$ cat src/rtl/uart_rx_sequencer.sv
// Oversampling UART receiver: start validation at mid-bit, LSB-first data,
// optional parity, stop check, and a one-word output holding register.
module uart_rx_sequencer #(
    parameter int OVERSAMPLING = 8,
    parameter int DATA_BITS    = 8,
    parameter bit PARITY_EN    = 1'b0,
    parameter bit PARITY_ODD   = 1'b0
) (
    input  logic                 clock,
    input  logic                 nreset,
    input  logic                 sample_tick,
    input  logic                 rx,
    output logic [DATA_BITS-1:0] rx_data,
    output logic                 rx_valid,
    input  logic                 rx_ready,
    output logic                 frame_error,
    output logic                 parity_error,
    output logic                 overrun,
    output logic                 busy
);

    localparam int CNT_W = $clog2(OVERSAMPLING);
    localparam int IDX_W = $clog2(DATA_BITS + 1);

    localparam logic [CNT_W-1:0] CNT_MID  = CNT_W'(OVERSAMPLING / 2 - 1);
    localparam logic [CNT_W-1:0] CNT_LAST = CNT_W'(OVERSAMPLING - 1);
    localparam logic [IDX_W-1:0] IDX_LAST = IDX_W'(DATA_BITS - 1);

    localparam logic [2:0] S_IDLE   = 3'd0;
    localparam logic [2:0] S_START  = 3'd1;
    localparam logic [2:0] S_DATA   = 3'd2;
    localparam logic [2:0] S_PARITY = 3'd3;
    localparam logic [2:0] S_STOP   = 3'd4;
    localparam logic [2:0] S_WAIT   = 3'd5;

    logic                 rx_meta_q, rx_s_q;
    logic [2:0]           state_q, state_d;
    logic [CNT_W-1:0]     cnt_q, cnt_d;
    logic [IDX_W-1:0]     idx_q, idx_d;
    logic [DATA_BITS-1:0] shreg_q, shreg_d;
    logic                 perr_q, perr_d;
    logic [DATA_BITS-1:0] data_q, data_d;
    logic                 valid_q, valid_d;
    logic                 fe_q, fe_d, pe_q, pe_d, ov_q, ov_d;
    logic                 bit_end;

    // Line synchronizer resets to the idle level so reset release never looks like a start bit.
    always_ff @(posedge clock or negedge nreset) begin
        if (!nreset) begin
            rx_meta_q <= 1'b1;
            rx_s_q    <= 1'b1;
        end else begin
            rx_meta_q <= rx;
            rx_s_q    <= rx_meta_q;
        end
    end

    assign bit_end = (cnt_q == CNT_LAST);

    always_comb begin
        state_d = state_q;
        cnt_d   = cnt_q;
        idx_d   = idx_q;
        shreg_d = shreg_q;
        perr_d  = perr_q;
        data_d  = data_q;
        valid_d = valid_q;
        fe_d    = 1'b0;
        pe_d    = 1'b0;
        ov_d    = 1'b0;

        if (valid_q && rx_ready) valid_d = 1'b0;

        if (sample_tick) begin
            case (state_q)
                S_IDLE: begin
                    if (!rx_s_q) begin
                        state_d = S_START;
                        cnt_d   = CNT_W'(1);
                    end
                end
                S_START: begin
                    if (cnt_q == CNT_MID) begin
                        cnt_d = '0;
                        if (rx_s_q) begin
                            state_d = S_IDLE;
                        end else begin
                            state_d = S_DATA;
                            idx_d   = '0;
                            perr_d  = 1'b0;
                        end
                    end else begin
                        cnt_d = cnt_q + CNT_W'(1);
                    end
                end
                S_DATA: begin
                    if (bit_end) begin
                        cnt_d   = '0;
                        shreg_d = {rx_s_q, shreg_q[DATA_BITS-1:1]};
                        if (idx_q == IDX_LAST) state_d = PARITY_EN ? S_PARITY : S_STOP;
                        else                   idx_d   = idx_q + IDX_W'(1);
                    end else begin
                        cnt_d = cnt_q + CNT_W'(1);
                    end
                end
                S_PARITY: begin
                    if (bit_end) begin
                        cnt_d   = '0;
                        perr_d  = rx_s_q != ((^shreg_q) ^ PARITY_ODD);
                        state_d = S_STOP;
                    end else begin
                        cnt_d = cnt_q + CNT_W'(1);
                    end
                end
                S_STOP: begin
                    if (bit_end) begin
                        cnt_d = '0;
                        // A framing error wins over a pending parity mismatch.
                        if (!rx_s_q) begin
                            fe_d    = 1'b1;
                            state_d = S_WAIT;
                        end else if (perr_q) begin
                            pe_d    = 1'b1;
                            state_d = S_IDLE;
                        end else begin
                            state_d = S_IDLE;
                            if (!valid_q || rx_ready) begin
                                data_d  = shreg_q;
                                valid_d = 1'b1;
                            end else begin
                                ov_d = 1'b1;
                            end
                        end
                    end else begin
                        cnt_d = cnt_q + CNT_W'(1);
                    end
                end
                S_WAIT: begin
                    if (rx_s_q) state_d = S_IDLE;
                end
                default: state_d = S_IDLE;
            endcase
        end
    end

    always_ff @(posedge clock or negedge nreset) begin
        if (!nreset) begin
            state_q <= S_IDLE;
            cnt_q   <= '0;
            idx_q   <= '0;
            shreg_q <= '0;
            perr_q  <= 1'b0;
            data_q  <= '0;
            valid_q <= 1'b0;
            fe_q    <= 1'b0;
            pe_q    <= 1'b0;
            ov_q    <= 1'b0;
        end else begin
            state_q <= state_d;
            cnt_q   <= cnt_d;
            idx_q   <= idx_d;
            shreg_q <= shreg_d;
            perr_q  <= perr_d;
            data_q  <= data_d;
            valid_q <= valid_d;
            fe_q    <= fe_d;
            pe_q    <= pe_d;
            ov_q    <= ov_d;
        end
    end

    assign rx_data      = data_q;
    assign rx_valid     = valid_q;
    assign frame_error  = fe_q;
    assign parity_error = pe_q;
    assign overrun      = ov_q;
    assign busy         = (state_q != S_IDLE);

endmodule

$ cat config.mk
export PLATFORM = sky130hd
export DESIGN_NAME = uart_rx_sequencer
export DESIGN_NICKNAME = d
export VERILOG_FILES = /design/src/rtl/uart_rx_sequencer.sv
export SDC_FILE = /design/constraint.sdc
export NUM_CORES = 1
export LEC_CHECK = 0
export BUFFER_PORTS_ARGS = -buffer_cell sky130_fd_sc_hd__buf_2
export CAP_MARGIN = 30
export CORE_ASPECT_RATIO = 0.7
export CORE_UTILIZATION = 45
export DETAILED_ROUTE_END_ITERATION = 7
export REMOVE_ABC_BUFFERS = 1
export SLEW_MARGIN = 20
export SYNTH_ARGS = -nofsm -noshare
export SYNTH_HDL_FRONTEND = slang
export SYNTH_SLANG_ARGS = --single-unit
$ cat constraint.sdc
create_clock -name clock -period 2.8 [get_ports clock]
set_input_delay 0.28 -clock clock [delete_from_list [all_inputs] [get_ports clock]]
set_output_delay 0.28 -clock clock [all_outputs]
set_load 0.005 [all_outputs]
==> results of run 1 <==
==> cells by family (layout without fill, tap and decap cells) <==
| kind of cell | after synthesis | after routing |
|---|---|---|
| and+or+nand+nor | 42 | 42 |
| DFF | 33 | 33 |
| buffers and inverters | 17 | 36 |
| adders and majority gates | 6 | 6 |
| AOI/OAI and AO/OA | 32 | 32 |
| muxes | 19 | 19 |
| xor gates and xnor gates | 7 | 7 |
==> Yosys cell counts (2+ instances only) <==
cell / instances / area [µm²]
sky130_fd_sc_hd__o31ai_1: 2 / 15.01
sky130_fd_sc_hd__o22ai_1: 4 / 25.02
sky130_fd_sc_hd__a32o_1: 2 / 20.02
sky130_fd_sc_hd__dfrtp_1: 31 / 775.7
sky130_fd_sc_hd__nor2_1: 6 / 22.52
sky130_fd_sc_hd__nor3_1: 3 / 15.01
sky130_fd_sc_hd__inv_1: 7 / 26.28
sky130_fd_sc_hd__nand2_1: 7 / 26.28
sky130_fd_sc_hd__nand3_1: 3 / 15.01
sky130_fd_sc_hd__o21ai_0: 6 / 30.03
sky130_fd_sc_hd__nor3b_1: 2 / 15.01
sky130_fd_sc_hd__xnor2_1: 4 / 35.03
sky130_fd_sc_hd__nor2b_1: 2 / 12.51
sky130_fd_sc_hd__nand2b_1: 3 / 18.77
sky130_fd_sc_hd__clkbuf_1: 6 / 22.52
sky130_fd_sc_hd__mux2_4: 8 / 120.1
sky130_fd_sc_hd__a21oi_1: 6 / 30.03
sky130_fd_sc_hd__dfstp_2: 2 / 52.55
sky130_fd_sc_hd__o21a_1: 2 / 15.01
sky130_fd_sc_hd__ha_1: 6 / 75.07
sky130_fd_sc_hd__buf_6: 2 / 22.52
sky130_fd_sc_hd__a31oi_1: 5 / 31.28
sky130_fd_sc_hd__xor2_1: 2 / 17.52
sky130_fd_sc_hd__mux2_2: 10 / 112.6
sky130_fd_sc_hd__or3_1: 2 / 12.51
==> worst paths after layout <==
check	startpoint	slack, ps	end
setup reg to reg	cnt_q[0]	470	rx_data[5]
hold reg to reg	rx_meta_q	360	rx_s_q
max in group asynchronous	nreset	2300	idx_q[3]
hold / removal	nreset	40	cnt_q[0]
min in group clock	rx	100	rx_meta_q
setup / recovery	cnt_q[0]	470	rx_data[5]
==> worst max-delay path, stage by stage (launching register included) <==
cell,delay (ps)
sky130_fd_sc_hd__dfrtp_1,430
sky130_fd_sc_hd__ha_1,250
sky130_fd_sc_hd__ha_1,390
sky130_fd_sc_hd__nand3_1,150
sky130_fd_sc_hd__or3_4,360
sky130_fd_sc_hd__nor2b_2,110
sky130_fd_sc_hd__buf_4,200
sky130_fd_sc_hd__mux2_4,320
==> flip-flops by register name, summed over array words and instances, names as in the netlist <==
register and count:
rx_data 8, shreg_q 8, idx_q 4, cnt_q 3, state_q 3, frame_error 1
overrun 1, parity_error 1, perr_q 1, rx_meta_q 1, rx_s_q 1, rx_valid 1
==> metal layers <==
| metal | part of all wire, % | GRT usage, % |
|---|---|---|
| met1 | 51 | 26.21 |
| met2 | 44 | 28.13 |
| met3 | 3.8 | 4.500 |
| met4 | 1.1 | 9.748 |
| met5 | 0 | 0 |
==> stage by stage <==
| step | hold slack [ps] | cell area (µm²) | total power (W) |
|---|---|---|---|
| detailed placement | 349.5 | 1896 | 0.001133 |
| finish | 44.76 | 1982 | 0.001482 |
| global route | 88.88 | 1982 | 0.001588 |
| floorplan | -15.59 | 1718 | 0.001001 |
| global placement | 346.5 | 1896 | 0.001115 |
| CTS | 62.26 | 1982 | 0.001488 |
==> final cells by class <==
type | instances | share of cell area [%]
clock buffers | 5 | 3.472
clock inverters | 3 | 0.8838
inverters | 7 | 1.326
multi-input cells | 106 | 43.56
flip-flops and latches | 33 | 41.79
well taps | 50 | 3.157
repair buffers | 21 | 5.808
==> report_power, final <==
| part | switching, W | internal, W |
|---|---|---|
| Sequential | 0.0000715 | 0.000549 |
| Clock | 0.000179 | 0.000171 |
| Combinational | 0.000265 | 0.000246 |
| Total | 0.000515 | 0.000966 |
==> flow_summary.ini, run 1 <==
[status]
status = complete, no violations

[sta]
layout_worst_path_cycle_share_pct = 83.29
post-route-worst-setup-slack_ps = 467.8
fmax_mhz = 428.8
final-setup-viol-count = 0
worst_clock_skew_ps = 11.01
grt_setup_unrepaired = no
timing.max_slew.rel_slack_pct = 52.97
period_needed_ps = 2332
timing_worst_slew_pin_value_ps = 705.5
final-hold-violation-count = 0
final.setup.tns_ps = 0
slew_violations = 0

[logic_synthesis]
synth_enable_flop_cells = 0
synth_unique_cells = 48
synth-seq-area-share_pct = 46.65
synth.yosys.warnings = 0
post_synth_mux_area_share_pct = 13.67
synth_compound_area_share_pct = 11.84
post_synth_instance_area_um2 = 1775
synth_ff_type = sky130_fd_sc_hd__dfrtp_1
synth-async-reset-ratio_pct = 100.0
synthesized_netlist_cell_count = 156
synth-adder-area-share_pct = 4.228
synthesis.area_per_instance_um2 = 11.38
synthSimpleGateAreaFrac_pct = 14.66
synth-xor-area-share_pct = 4.228
postSynthRegisterBits = 33
main_combinational_cell_family_by_area_after_synthesis = simple AND/OR/NAND/NOR gates

[critical_path]
setup.worst_path.end_class = flip-flop
worst-path-max-fanout = 11
reg2reg_depth = 7
worst-endpoint-arrival_ps = 2500
timing_worst_setup_path_type = flip-flop to flip-flop
cp_data_required_time_ps = 2970
start_kind = flip-flop

[placement]
detailedPlace.worstSlack_ps = 487.8
io_buffer_count = 17
place.gp.congestion = 0.8144
placedCellCount = 217
detailed_place_hpwl_mm = 2.436

[finish]
final_nets = 185
leading_cell_types_in_the_layout_fill_and_taps_excluded = sky130_fd_sc_hd__dfrtp_1 (31), sky130_fd_sc_hd__buf_2 (17), sky130_fd_sc_hd__mux2_2 (10)
antennaDiodeCount = 0
layout.filler_cells = 327
register_area_um2 = 828.3
final-instance-count-excl-fill = 225
post_route_cells_drive_above_1_share_pct = 33.14
syn_to_final_growth_pct = 11.63
layout_commonest_cell = sky130_fd_sc_hd__dfrtp_1
finalCoreUtilization_pct = 54.32
multi_input_area_um2 = 863.3

[pwr]
power.leakage_nw = 0.9596
power_per_cell_area_nw_per_um2 = 747.6
irDropWorstVdd_mv = 0.3674

[drt]
wl_mm = 3.417
drt-initial-drc-count = 67
post-route-drc-count = 0
vias = 1238
antenna_violating_nets_post_route = 0
dr.pass1.iters = 4
via_count_normalized_by_instance_count = 5.502
wl_per_cell_um = 15.19

[floorplanning]
floorplan.die.width_um = 77.08
overall_die_area_um2 = 4205
std_cell_rows = 18
design.portCount = 18
die_height_um = 54.56
core_um2 = 3649
initial_core_utilization_pct = 48.66

[cts]
htree_num_levels = 2
cts.path.max_buffers = 2
clockRootBuffer = sky130_fd_sc_hd__clkbuf_8
clk_pin_slew_ps = 70
tritoncts.num_buffers = 5
worstSkewPairLatency_ps = 290
cts-resized-gates = 0
post-cts-setup-buffers = 0
tritoncts = yes
cts.sink_count = 33
cts_hold_repair.buffers = 0

[worst_hold_path]
worstHoldPathType = input port to asynchronous set/reset pin

[global_route]
groute.usage.overall_pct = 18.94
grt_max_degree = 34
antenna_found_initial = 0
grt_overflow_total = 0
first_global_vias = 1146
global_route_wire_length_before_repair_mm = 5.720

[job]
max_cap_viol_count = 0
No activity file was read; power rests on OpenSTA's default activity.
==> run 2, diff against run 1 <==
Clock period 2.8 ns to 2.2 ns, I/O delays scaled along.
==> flow_summary.ini, run 2 (synthesis gave the netlist of run 1 again) <==
[finish]
post_route_cells_drive_above_1_share_pct = 33.90
final_nets = 187
leading_cell_types_in_the_layout_fill_and_taps_excluded = sky130_fd_sc_hd__dfrtp_1 (31), sky130_fd_sc_hd__buf_2 (17), sky130_fd_sc_hd__mux2_2 (10)
antennaDiodeCount = 0
layout_commonest_cell = sky130_fd_sc_hd__dfrtp_1
syn_to_final_growth_pct = 13.11

[sta]
layout_worst_path_cycle_share_pct = 93.42
final.setup.tns_ps = 0
period_needed_ps = 2055
final-setup-viol-count = 0
grt_setup_unrepaired = no
worst_clock_skew_ps = 3.540
fmax_mhz = 486.5
final-hold-violation-count = 0
slew_violations = 0
timing_worst_slew_pin_value_ps = 741.0
timing.max_slew.rel_slack_pct = 50.60

[cts]
cts_hold_repair.buffers = 0
cts-resized-gates = 0
tritoncts = yes
cts.sink_count = 33
clockRootBuffer = sky130_fd_sc_hd__clkbuf_8
cts.path.max_buffers = 2
htree_num_levels = 2
post-cts-setup-buffers = 0
worstSkewPairLatency_ps = 280
clk_pin_slew_ps = 70
tritoncts.num_buffers = 5

[placement]
place.gp.congestion = 0.7620
io_buffer_count = 17
detailed_place_hpwl_mm = 2.409

[critical_path]
timing.rr.start = cnt_q[0]
start_kind = flip-flop
critical_path.endpoint = rx_data[5]
setup.worst_path.end_class = flip-flop
cp-startpoint = cnt_q[0]
reg2reg_setup_slack_ps = 140
reg2reg_depth = 7
cp_data_required_time_ps = 2360
worst-path-max-fanout = 8
timing_worst_setup_path_type = flip-flop to flip-flop
worst-endpoint-arrival_ps = 2220
rr_endpoint = rx_data[5]

[job]
max_cap_viol_count = 0

[floorplanning]
core_um2 = 3649
initial_core_utilization_pct = 48.66
design.portCount = 18
floorplan.die.width_um = 77.08
die_height_um = 54.56
std_cell_rows = 18
overall_die_area_um2 = 4205

[global_route]
first_global_vias = 1134
grt_max_degree = 34
global_route_wire_length_before_repair_mm = 5.499
antenna_found_initial = 0
grt_overflow_total = 0
groute.usage.overall_pct = 17.69

[drt]
wl_mm = 3.374
antenna_violating_nets_post_route = 0
wl_per_cell_um = 14.86
post-route-drc-count = 0
dr.pass1.iters = 4
drt-initial-drc-count = 48
vias = 1234
via_count_normalized_by_instance_count = 5.436

[pwr]
irDropWorstVdd_mv = 0.5567
power.leakage_nw = 0.9713
power_per_cell_area_nw_per_um2 = 939.9
total_power_w = 0.001887

[worst_hold_path]
worstHoldPathType = input port to asynchronous set/reset pin

[status]
status = complete, no violations
==> run 2: metrics by stage <==
step	setup WS, ps	hold WS, ps	cells	util [%]	area [µm²]
floorplan	-61.89	-75.59	146	-	1718
global placement	164.7	314.9	219	52.71	1923
detailed placement	94.23	328.6	219	52.71	1923
CTS	76.64	27.63	227	54.97	2006
global route	49.77	23.10	227	55.04	2008
finish	144.7	4.803	227	55.04	2008
==> run 2: critical path: stages, from the launching register on <==
cell and delay, ps:
sky130_fd_sc_hd__dfrtp_1 360, sky130_fd_sc_hd__ha_1 230, sky130_fd_sc_hd__ha_2 270, sky130_fd_sc_hd__nand3_1 110
sky130_fd_sc_hd__or3_4 360, sky130_fd_sc_hd__nor2b_2 160, sky130_fd_sc_hd__buf_12 150, sky130_fd_sc_hd__mux2_4 300
==> run 2: cell type report <==
class	count	area [µm²]
Fill cell	331	1640
Multi-Input combinational cell	106	865.8
Sequential cell	33	828.3
Timing Repair Buffer	23	142.6
Clock buffer	6	72.57
Tap cell	50	62.56
Inverter	7	26.28
Clock inverter	2	10.01
==> run 2: where the power goes <==
group / total [W] / internal [W] / switching, W
clock: 0.000427 / 0.000219 / 0.000208
combinational: 0.000677 / 0.000330 / 0.000347
sequential: 0.000783 / 0.000700 / 0.0000838
==> run 2: per-layer routing <==
layer / share of wire [%] / up-vias / global-route usage (%) / wire length (µm)
li1: - / 599 / - / -
met1: 53 / 596 / 25.78 / 1790
met2: 40 / 34 / 25.30 / 1364
met3: 5.4 / 5 / 4.500 / 183
met4: 1.1 / 0 / 6.604 / 36
met5: 0 / - / 0 / 0
==> run 2: worst min-delay path by stage <==
| stage | to | startpoint |
|---|---|---|
| finish | idx_q[3] | nreset |
| global route | rx_meta_q | rx |
| CTS | rx_data[3] | nreset |
| detailed placement | idx_q[3] | nreset |
| global placement | cnt_q[0] | nreset |
| floorplan | cnt_q[0] | nreset |
==> run 3, diff against run 2 <==
==> constraint.sdc (replaced) <==
create_clock -name clock -period 2.2 [get_ports clock]
set_input_delay 0.44 -clock clock [delete_from_list [all_inputs] [get_ports clock]]
set_output_delay 0.44 -clock clock [all_outputs]
set_load 0.005 [all_outputs]
==> flow_summary.ini, run 3 (synthesis gave the netlist of run 1 again) <==
[drt]
vias = 1242
post-route-drc-count = 0
dr.pass1.iters = 4
antenna_violating_nets_post_route = 0
wl_per_cell_um = 15.29
wl_mm = 3.486
via_count_normalized_by_instance_count = 5.447
drt-initial-drc-count = 78

[global_route]
grt_max_degree = 34
first_global_vias = 1163
global_route_wire_length_before_repair_mm = 5.685
antenna_found_initial = 0
groute.usage.overall_pct = 18.56
grt_overflow_total = 0

[sta]
final-hold-violation-count = 0
fmax_mhz = 491.2
timing_worst_slew_pin_value_ps = 718.4
whs_ps = 204.3
worst_clock_skew_ps = 4.804
timing.max_slew.rel_slack_pct = 52.11
layout_worst_path_cycle_share_pct = 92.54
slew_violations = 0
period_needed_ps = 2036
final-setup-viol-count = 0
grt_setup_unrepaired = no

[finish]
layout_commonest_cell = sky130_fd_sc_hd__dfrtp_1
final_cell_area_um2 = 2026
leading_cell_types_in_the_layout_fill_and_taps_excluded = sky130_fd_sc_hd__dfrtp_1 (31), sky130_fd_sc_hd__buf_2 (17), sky130_fd_sc_hd__mux2_2 (10)
post_route_cells_drive_above_1_share_pct = 34.27
finalCoreUtilization_pct = 55.52
syn_to_final_growth_pct = 14.09
final_nets = 188
final-instance-count-excl-fill = 228
antennaDiodeCount = 0

[critical_path]
start_kind = flip-flop
worst-endpoint-arrival_ps = 2240
setup.worst_path.end_class = flip-flop
timing_worst_setup_path_type = flip-flop to flip-flop
cp_data_required_time_ps = 2400
worst-path-max-fanout = 4

[pwr]
irDropWorstVdd_mv = 0.5596
power_per_cell_area_nw_per_um2 = 941.5
power.leakage_nw = 0.9772
total_power_w = 0.001907

[floorplanning]
core_um2 = 3649
initial_core_utilization_pct = 48.66
design.portCount = 18
overall_die_area_um2 = 4205
floorplan.die.width_um = 77.08
std_cell_rows = 18
die_height_um = 54.56

[worst_hold_path]
worstHoldPathType = input port to asynchronous set/reset pin

[status]
status = complete, no violations

[cts]
cts.sink_count = 33
clockRootBuffer = sky130_fd_sc_hd__clkbuf_8
cts.path.max_buffers = 2
cts_hold_repair.buffers = 0
htree_num_levels = 2
cts-resized-gates = 0
worstSkewPairLatency_ps = 290
tritoncts = yes
tritoncts.num_buffers = 5
post-cts-setup-buffers = 0
clk_pin_slew_ps = 60

[placement]
place.gp.congestion = 0.7725
io_buffer_count = 17
detailed_place_hpwl_mm = 2.472
dpl-instance-area_um2 = 1931
placedCellCount = 220

[job]
max_cap_viol_count = 0
==> run 3: cell types whose count changed in the layout (fill, tap and decap cells not counted), sizes merged <==
cell,delta
buf,+1
==> run 3: power by group <==
group          switching (W)  total, W  internal (W)  leakage, nW
clock network       0.000219  0.000438      0.000219       0.0450
registers          0.0000897  0.000789      0.000699        0.438
logic               0.000344  0.000680      0.000336        0.494
==> run 3: routing by layer <==
metal  vias up  part of all wire (%)  wire length [µm]  global-route usage [%]
li1        600                     -                 -                       -
met1       614                    52              1818                   26.28
met2        23                    42              1472                   26.79
met3         5                   4.2               148                   5.333
met4         0                   1.3                46                   7.547
met5         -                     0                 0                       0
==> run 3: critical path, cell delays in order (launching register included) <==
cell and delay (ps):
sky130_fd_sc_hd__dfrtp_1 360, sky130_fd_sc_hd__ha_1 260, sky130_fd_sc_hd__ha_1 250, sky130_fd_sc_hd__and4bb_2 320
sky130_fd_sc_hd__a31oi_1 100, sky130_fd_sc_hd__or4_1 490, sky130_fd_sc_hd__a22oi_1 170
==> run 3: final cells by class <==
type                    instances  area, µm²
inverters                       7      26.28
repair buffers                 24      150.1
fillers                       319       1623
clock buffers                   6      72.57
multi-input cells             106      875.8
clock inverters                 2      10.01
well taps                      50      62.56
flip-flops and latches         33      828.3
==> run 3: worst paths after layout <==
| check | start | end | slack [ps] | cells after the start |
|---|---|---|---|---|
| worst max-delay path | cnt_q[0] | idx_q[3] | 160 | 6 |
| worst min-delay path | nreset | idx_q[1] | 200 | 1 |
| worst max register to register | cnt_q[0] | idx_q[3] | 160 | 6 |
| worst min register to register | rx_meta_q | rx_s_q | 360 | 0 |
| max in group asynchronous | nreset | shreg_q[4] | 1530 | 1 |
| min in group clock | rx | rx_meta_q | 250 | 1 |
==> run 3: metrics by stage <==
stage / setup WS, ps / setup TNS (ps)
CTS: 67.97 / 0
global placement: 162.2 / 0
finish: 164.1 / 0
detailed placement: 72.98 / 0
global route: 20.68 / 0
floorplan: -61.89 / -495.2
